<file path="config.mk">
export PLATFORM = sky130hd
export DESIGN_NAME = tail_light_sequencer_flat
export DESIGN_NICKNAME = d
export VERILOG_FILES = /design/src/rtl/tail_light_sequencer_if.sv /design/src/rtl/tail_light_sequencer.sv /design/src/flat_wrapper.sv
export SDC_FILE = /design/constraint.sdc
export NUM_CORES = 1
export LEC_CHECK = 0
export BUFFER_PORTS_ARGS = -buffer_cell sky130_fd_sc_hd__buf_2
export CORE_MARGIN = 2
export CORE_UTILIZATION = 30
export DETAILED_ROUTE_END_ITERATION = 12
export SYNTH_ARGS = -nofsm -noshare
export SYNTH_HDL_FRONTEND = slang
export SYNTH_SLANG_ARGS = --single-unit
</file>
<file path="constraint.sdc">
create_clock -name clk -period 2.2 [get_ports clk]
set_input_delay 0.22 -clock clk [delete_from_list [all_inputs] [get_ports clk]]
set_output_delay 0.22 -clock clk [all_outputs]
set_load 0.1 [all_outputs]
</file>
<file path="src/rtl/tail_light_sequencer_if.sv">
// Switch-request / lamp-drive bundle between the input synchronizers and the sequencer.
interface tail_light_sequencer_if;
   logic       left;
   logic       right;
   logic       hazards;
   logic [5:0] lights;
   logic       busy;
   logic       step;

   modport master (output left, right, hazards, input lights, busy, step);
   modport slave  (input left, right, hazards, output lights, busy, step);
endinterface

</file>
<file path="src/rtl/tail_light_sequencer.sv">
// Tail-light sequencer: Moore FSM stepping turn/hazard lamp patterns at one step per DIV clocks.
module tail_light_sequencer #(
   parameter int DIV = 4
) (
   input  logic                   clk,
   input  logic                   reset,
   tail_light_sequencer_if.slave  bus
);

   localparam int CW = (DIV > 1) ? $clog2(DIV) : 1;
   localparam logic [CW-1:0] LAST = CW'(DIV - 1);

   typedef enum logic [3:0] {
      IDLE, L1, L2, L3, R1, R2, R3, OFF, HAZ_ON, HAZ_OFF
   } state_t;

   state_t        state, state_nx;
   logic [CW-1:0] cnt;
   logic          tick;
   logic          hz;

   assign tick = (cnt == LAST) && (state != IDLE);
   // both turn switches together are treated as a hazard request
   assign hz   = bus.hazards | (bus.left & bus.right);

   function automatic state_t decide(input logic h, input logic l, input logic r);
      if (h)      return HAZ_ON;
      else if (l) return L1;
      else if (r) return R1;
      else        return IDLE;
   endfunction

   always_ff @(posedge clk or negedge reset) begin
      if (!reset) state <= IDLE;
      else        state <= state_nx;
   end

   // prescaler keeps running across preemption so the new pattern stays on the step grid
   always_ff @(posedge clk or negedge reset) begin
      if (!reset)             cnt <= '0;
      else if (state == IDLE) cnt <= '0;
      else if (cnt == LAST)   cnt <= '0;
      else                    cnt <= cnt + 1'b1;
   end

   always_comb begin
      state_nx = state;
      case (state)
         IDLE:    state_nx = decide(hz, bus.left, bus.right);
         L1:      if (tick) state_nx = hz ? HAZ_ON : L2;
         L2:      if (tick) state_nx = hz ? HAZ_ON : L3;
         L3:      if (tick) state_nx = hz ? HAZ_ON : OFF;
         R1:      if (tick) state_nx = hz ? HAZ_ON : R2;
         R2:      if (tick) state_nx = hz ? HAZ_ON : R3;
         R3:      if (tick) state_nx = hz ? HAZ_ON : OFF;
         OFF,
         HAZ_OFF: if (tick) state_nx = decide(hz, bus.left, bus.right);
         HAZ_ON:  if (tick) state_nx = HAZ_OFF;
         default: state_nx = IDLE;
      endcase
   end

   always_comb begin
      bus.lights = 6'b000000;
      case (state)
         L1:      bus.lights = 6'b001000;
         L2:      bus.lights = 6'b011000;
         L3:      bus.lights = 6'b111000;
         R1:      bus.lights = 6'b000100;
         R2:      bus.lights = 6'b000110;
         R3:      bus.lights = 6'b000111;
         HAZ_ON:  bus.lights = 6'b111111;
         default: bus.lights = 6'b000000;
      endcase
      bus.busy = (state != IDLE);
      bus.step = tick;
   end

endmodule
</file>
<file path="src/flat_wrapper.sv">
// flat-port wrapper written by rule: the top's interface ports become plain ports
module tail_light_sequencer_flat 
#(
   parameter int DIV = 4
)
  (clk, reset, bus_left, bus_right, bus_hazards, bus_lights, bus_busy, bus_step);
  tail_light_sequencer_if bus_i ();
  input  logic clk;
  input  logic reset;
  input wire logic [$bits(bus_i.left)-1:0] bus_left;
  input wire logic [$bits(bus_i.right)-1:0] bus_right;
  input wire logic [$bits(bus_i.hazards)-1:0] bus_hazards;
  output wire logic [$bits(bus_i.lights)-1:0] bus_lights;
  output wire logic [$bits(bus_i.busy)-1:0] bus_busy;
  output wire logic [$bits(bus_i.step)-1:0] bus_step;
  assign bus_i.left = bus_left;
  assign bus_i.right = bus_right;
  assign bus_i.hazards = bus_hazards;
  assign bus_lights = bus_i.lights;
  assign bus_busy = bus_i.busy;
  assign bus_step = bus_i.step;
  tail_light_sequencer #(.DIV(DIV)) u_core (.clk(clk), .reset(reset), .bus(bus_i));
endmodule
</file>
==> results.json, run 1 <==
{
  "crit_arrival_ns": 1.78,
  "drt_iter0_markers": 18,
  "cpPeakStageDelay_ns": 0.52,
  "cts_max_path_buffers": 2,
  "wire_per_inst_um": 11.5,
  "synth_area_um2": 539,
  "path_cells": "nor2_1 -> nand2_1 -> a21oi_2 -> buf_2",
  "ys_seq_area_share_pct": 27.8,
  "finClkSkew_ns": 0.00140,
  "antenna_found_initial": 0,
  "port_buffers": 12,
  "finish.utilization_pct": 38.2,
  "crit_path_end_kind": "output pin",
  "finalSetupViolations": 0,
  "initial_core_util_pct": 31.6,
  "coreArea_um2": 1710,
  "fmax_mhz": 500,
  "grt_setup_unrepaired": "no",
  "yosysWarnings": 0,
  "finalMaxSlewViolations": 0,
  "clk_pin_slew_worst_paths_ns": 0.04,
  "cts_buffers": 3,
  "die_y_um": 46.4,
  "hold_ws_ns": 0.341,
  "n_antenna_cell": 0,
  "final_common_cell": "buf_2",
  "nets": 87,
  "fin_crit_sh_pct": 90.8,
  "post_cts_buffers": 0,
  "detail_route.first_pass.iterations": 4,
  "hold_path_class": "input port to asynchronous set/reset pin",
  "crit_fanout": 13,
  "hold_viol": 0,
  "drc": 0,
  "fin_crit_ns": 2.00,
  "grt_max_degree": 15,
  "rows": 15,
  "routed_wl_um": 1200,
  "tightestPinTransition_ns": 0.486,
  "syn_inst": 65,
  "relSlewSlack_pct": 67.8,
  "h-tree-depth": 1,
  "routed-via-count": 521,
  "viasPerCell": 5.01,
  "die_w_um": 46.4,
  "synth.distinct_cells": 33,
  "gp_congestion": 0.756,
  "cp_slowest_cell": "dfrtp_1",
  "syn_nets": 71,
  "cts_sinks": 6,
  "gr-total-overflow": 0,
  "io_pins": 13,
  "grt_pass1_vias": 395,
  "ys_ff_latch": 6,
  "avgSynthCellArea_um2": 8.30,
  "tns_ns": 0,
  "clkLatencyLatePin_ns": 0.23,
  "root_buffer": "clkbuf_4",
  "track_usage_pct": 11.6,
  "dieArea_um2": 2150,
  "worstSetupPathType": "flip-flop to output pin",
  "cts_tree": "yes",
  "dp_hpwl_um": 872,
  "required_ns": 1.98,
  "ant_nets": 0,
  "mostFrequentLayoutCells": "buf_2, dfrtp_1, a21oi_1, nor2_1, inv_1",
  "outcome": "finished, final reports clean",
  "grt_pass1_wl_um": 1750,
  "maxCapViolCount": 0,
  "drive_gt1_share_pct": 26.6,
  "start_kind": "flip-flop",
  "area_delta_synth_final_pct": 20.9
}
==> layer usage <==
metal / vias up / routed length (um) / track usage (%)
met4: 0 / 1 / 5.14
li1: 271 / - / -
met1: 229 / 625 / 15.9
met2: 19 / 505 / 16.7
met5: - / 0 / 0
met3: 2 / 62 / 3.53
==> flip-flops by register name, indices dropped and copies added, names as in the netlist <==
signal,count
u_core.cnt,2
u_core.state,4
==> Yosys cell counts, drive strengths merged <==
cell type,n,area share [%]
nor4b,1,1.6
a211oi,1,1.4
nand2b,3,3.5
a2111o,1,2.1
o21ai,3,2.8
nor3,1,0.93
dfrtp,6,28
a31oi,2,2.3
o31ai,1,1.4
a21o,2,2.8
and2,1,1.2
buf,5,7.4
a2bb2oi,1,1.6
a21oi,6,5.6
nor2b,3,3.5
inv,4,2.8
nor4,1,1.2
nand4,2,2.3
o211ai,1,1.4
or2b,1,1.4
o21a,1,1.4
nor2,5,3.5
nand3b,2,2.8
o31a,1,1.6
nand2,3,2.1
xor2,1,1.6
ha,1,2.3
xnor2,2,3.2
o32ai,2,4.6
o211a,1,1.9
==> worst max-delay path, delay by kind of cell, from the launching register on <==
family | cells | cell delay, ns
buffers and inverters | 1 | 0.43
flip-flops | 1 | 0.52
AO/OA/AOI/OAI | 1 | 0.14
AND/OR/NAND/NOR | 2 | 0.46
==> path summary, 6_finish.rpt <==
check,start,endpoint,slack (ns),depth (start not counted)
max,u_core.state[1],bus_lights[0],0.20,4
max reg2reg,u_core.cnt[0],u_core.state[0],0.67,5
min reg2reg,u_core.cnt[0],u_core.cnt[0],0.44,1
max in group asynchronous,reset,u_core.state[0],1.71,2
min in group clk,bus_hazards,u_core.state[2],0.35,4
min,reset,u_core.cnt[0],0.34,2
==> timing repair <==
action	4_1_cts	5_1_grt
hold buffers	1	0
gates resized for setup	0	0
endpoints found under the hold margin	6	0
==> cell families (layout without fill, tap and decap cells) <==
| group | Yosys count | after routing | share of synthesized area, % |
|---|---|---|---|
| AO/OA/AOI/OAI | 23 | 23 | 30.9 |
| XOR/XNOR | 3 | 3 | 4.87 |
| adder cells (fa/ha/maj) | 1 | 1 | 2.32 |
| buffers and inverters | 9 | 23 | 10.2 |
| flip-flops | 6 | 6 | 27.8 |
| AND/OR/NAND/NOR | 23 | 23 | 23.9 |
==> area by class of cell <==
cell class	count	area [um^2]
Fill cell	181	1060
Multi-Input combinational cell	50	340
Sequential cell	6	150
Timing Repair Buffer	16	92.6
Tap cell	25	31.3
Clock buffer	3	22.5
Inverter	4	15.0
==> metrics by stage <==
stage                     cell area [um^2]  worst slack, ns  cells
after global placement                 619            0.495    100
after floorplan                        546           -0.198     65
after detailed placement               619            0.471    100
final                                  652            0.202    104
after CTS                              652            0.206    104
after global routing                   652            0.103    104
Power of run 1 is not shown: default switching activity piles up to over one toggle a cycle in this logic, so the estimate is an artifact.
==> run 2, diff against run 1 <==
--- a/config.mk
+++ b/config.mk
@@ -5,10 +5,11 @@
 export SDC_FILE = /design/constraint.sdc
 export NUM_CORES = 1
 export LEC_CHECK = 0
-export BUFFER_PORTS_ARGS = -buffer_cell sky130_fd_sc_hd__buf_2
 export CORE_MARGIN = 2
 export CORE_UTILIZATION = 30
 export DETAILED_ROUTE_END_ITERATION = 12
+export DONT_BUFFER_PORTS = 1
+export SKIP_LAST_GASP = 1
 export SYNTH_ARGS = -nofsm -noshare
 export SYNTH_HDL_FRONTEND = slang
 export SYNTH_SLANG_ARGS = --single-unit
==> results.json, run 2 (synthesized netlist as in run 1, its figures left out) <==
{
  "outcome": "finished, final reports clean",
  "placed_cell_area_um2": 622,
  "die_w_um": 46.4,
  "grt_pass1_vias": 407,
  "mostFrequentLayoutCells": "buf_4, dfrtp_1, inv_1",
  "cts_sinks": 6,
  "crit_fanout": 15,
  "dp.cells": 94,
  "reg_top3": "u_core.state: 4 flops, u_core.cnt: 2 flops",
  "drt_iter0_markers": 10,
  "grt_pass1_wl_um": 1730,
  "required_ns": 1.98,
  "detail_route.first_pass.iterations": 4,
  "cpPeakStageDelay_ns": 0.55,
  "viasPerCell": 5.13,
  "area_delta_synth_final_pct": 21.3,
  "gp_congestion": 0.720,
  "grt_max_degree": 16,
  "relSlewSlack_pct": 67.3,
  "drc": 0,
  "clk_pin_slew_worst_paths_ns": 0.04,
  "initial_core_util_pct": 31.6,
  "maxCapViolCount": 0,
  "finalSetupViolations": 0,
  "track_usage_pct": 11.2,
  "n_antenna_cell": 0,
  "clkLatencyLatePin_ns": 0.23,
  "finalNonFillerCells": 98,
  "grt_setup_unrepaired": "no",
  "port_buffers": 0,
  "fin_area_um2": 654,
  "io_pins": 13,
  "regMostFlops": "u_core.state",
  "largest_register_ffs": 4,
  "final_common_cell": "buf_4",
  "finalMaxSlewViolations": 0,
  "fmax_mhz": 526,
  "pre_cts_ws_ns": 0.552,
  "drive_gt1_share_pct": 27.4,
  "tightestPinTransition_ns": 0.490,
  "cts_buffers": 3,
  "crit_path_end_kind": "output pin",
  "wire_per_inst_um": 11.2,
  "hold_viol": 0,
  "dieArea_um2": 2150,
  "cts_tree": "yes",
  "gr-total-overflow": 0,
  "coreArea_um2": 1710,
  "ant_nets": 0,
  "hold_path_class": "input port to flip-flop",
  "fin_crit_ns": 1.90,
  "cts_resized": 0,
  "post-route-worst-setup-slack_ns": 0.299,
  "fin_crit_sh_pct": 86.4,
  "crit_arrival_ns": 1.68,
  "routed_wl_um": 1100,
  "dp_hpwl_um": 817,
  "die_y_um": 46.4,
  "routed-via-count": 503,
  "start_kind": "flip-flop",
  "hold_ws_ns": 0.249,
  "finClkSkew_ns": 0.00210,
  "cts_max_path_buffers": 2,
  "worstSetupPathType": "flip-flop to output pin",
  "nets": 81,
  "cp_slowest_cell": "dfrtp_1",
  "rows": 15,
  "root_buffer": "clkbuf_4",
  "h-tree-depth": 1,
  "antenna_found_initial": 0,
  "path_cells": "nor2_1 -> nand2_1 -> a21oi_2 -> buf_4"
}
run 2: cell types whose count changed in the layout (fill, tap and decap cells not counted), moves of 2 or more:
cell     delta
o21ai_2     +2
buf_4       +6
a21oi_2     +2
a21oi_1     -2
o21ai_1     -2
buf_2      -12
run 2: layer usage:
| layer | vias up | GRT usage (%) | wire length (um) |
|---|---|---|---|
| met1 | 224 | 15.7 | 523 |
| met4 | 0 | 5.14 | 10 |
| li1 | 260 | - | - |
| met3 | 2 | 2.75 | 70 |
| met2 | 17 | 16.1 | 498 |
| met5 | - | 0 | 0 |
run 2: final timing paths:
| path | start | to | slack (ns) | cells after the start |
|---|---|---|---|---|
| max in group asynchronous | reset | u_core.state[0] | 1.70 | 1 |
| worst min register to register | u_core.cnt[0] | u_core.cnt[0] | 0.43 | 1 |
| worst max-delay path | u_core.state[2] | bus_lights[0] | 0.30 | 4 |
| worst max register to register | u_core.cnt[0] | u_core.state[0] | 0.70 | 5 |
| worst min-delay path | bus_hazards | u_core.state[2] | 0.25 | 3 |
| min in group asynchronous | reset | u_core.state[2] | 0.29 | 1 |
run 2: stage by stage:
step | TNS (ns) | utilization [%]
floorplan | -0.480 | -
global placement | 0 | 36.4
detailed placement | 0 | 36.4
CTS | 0 | 38.3
global route | 0 | 38.3
finish | 0 | 38.3
run 2: timing repair:
item / CTS / global route
endpoints found under the hold margin: 6 / 0
hold buffers: 1 / 0
buffers inserted: 0 / 0
run 2: cell type report:
class | instances | area [um^2]
clock buffers | 3 | 22.5
multi-input cells | 50 | 358
inverters | 4 | 15.0
repair buffers | 10 | 77.6
flip-flops and latches | 6 | 150
well taps | 25 | 31.3
fillers | 181 | 1050
run 2: worst max-delay path, delay by kind of cell, from the launching register on:
family,cells,cell delay (ns)
compound gates,1,0.16
flops,1,0.55
buf+inv,1,0.30
simple gates,2,0.43
Power of run 2 is left out for the same reason.
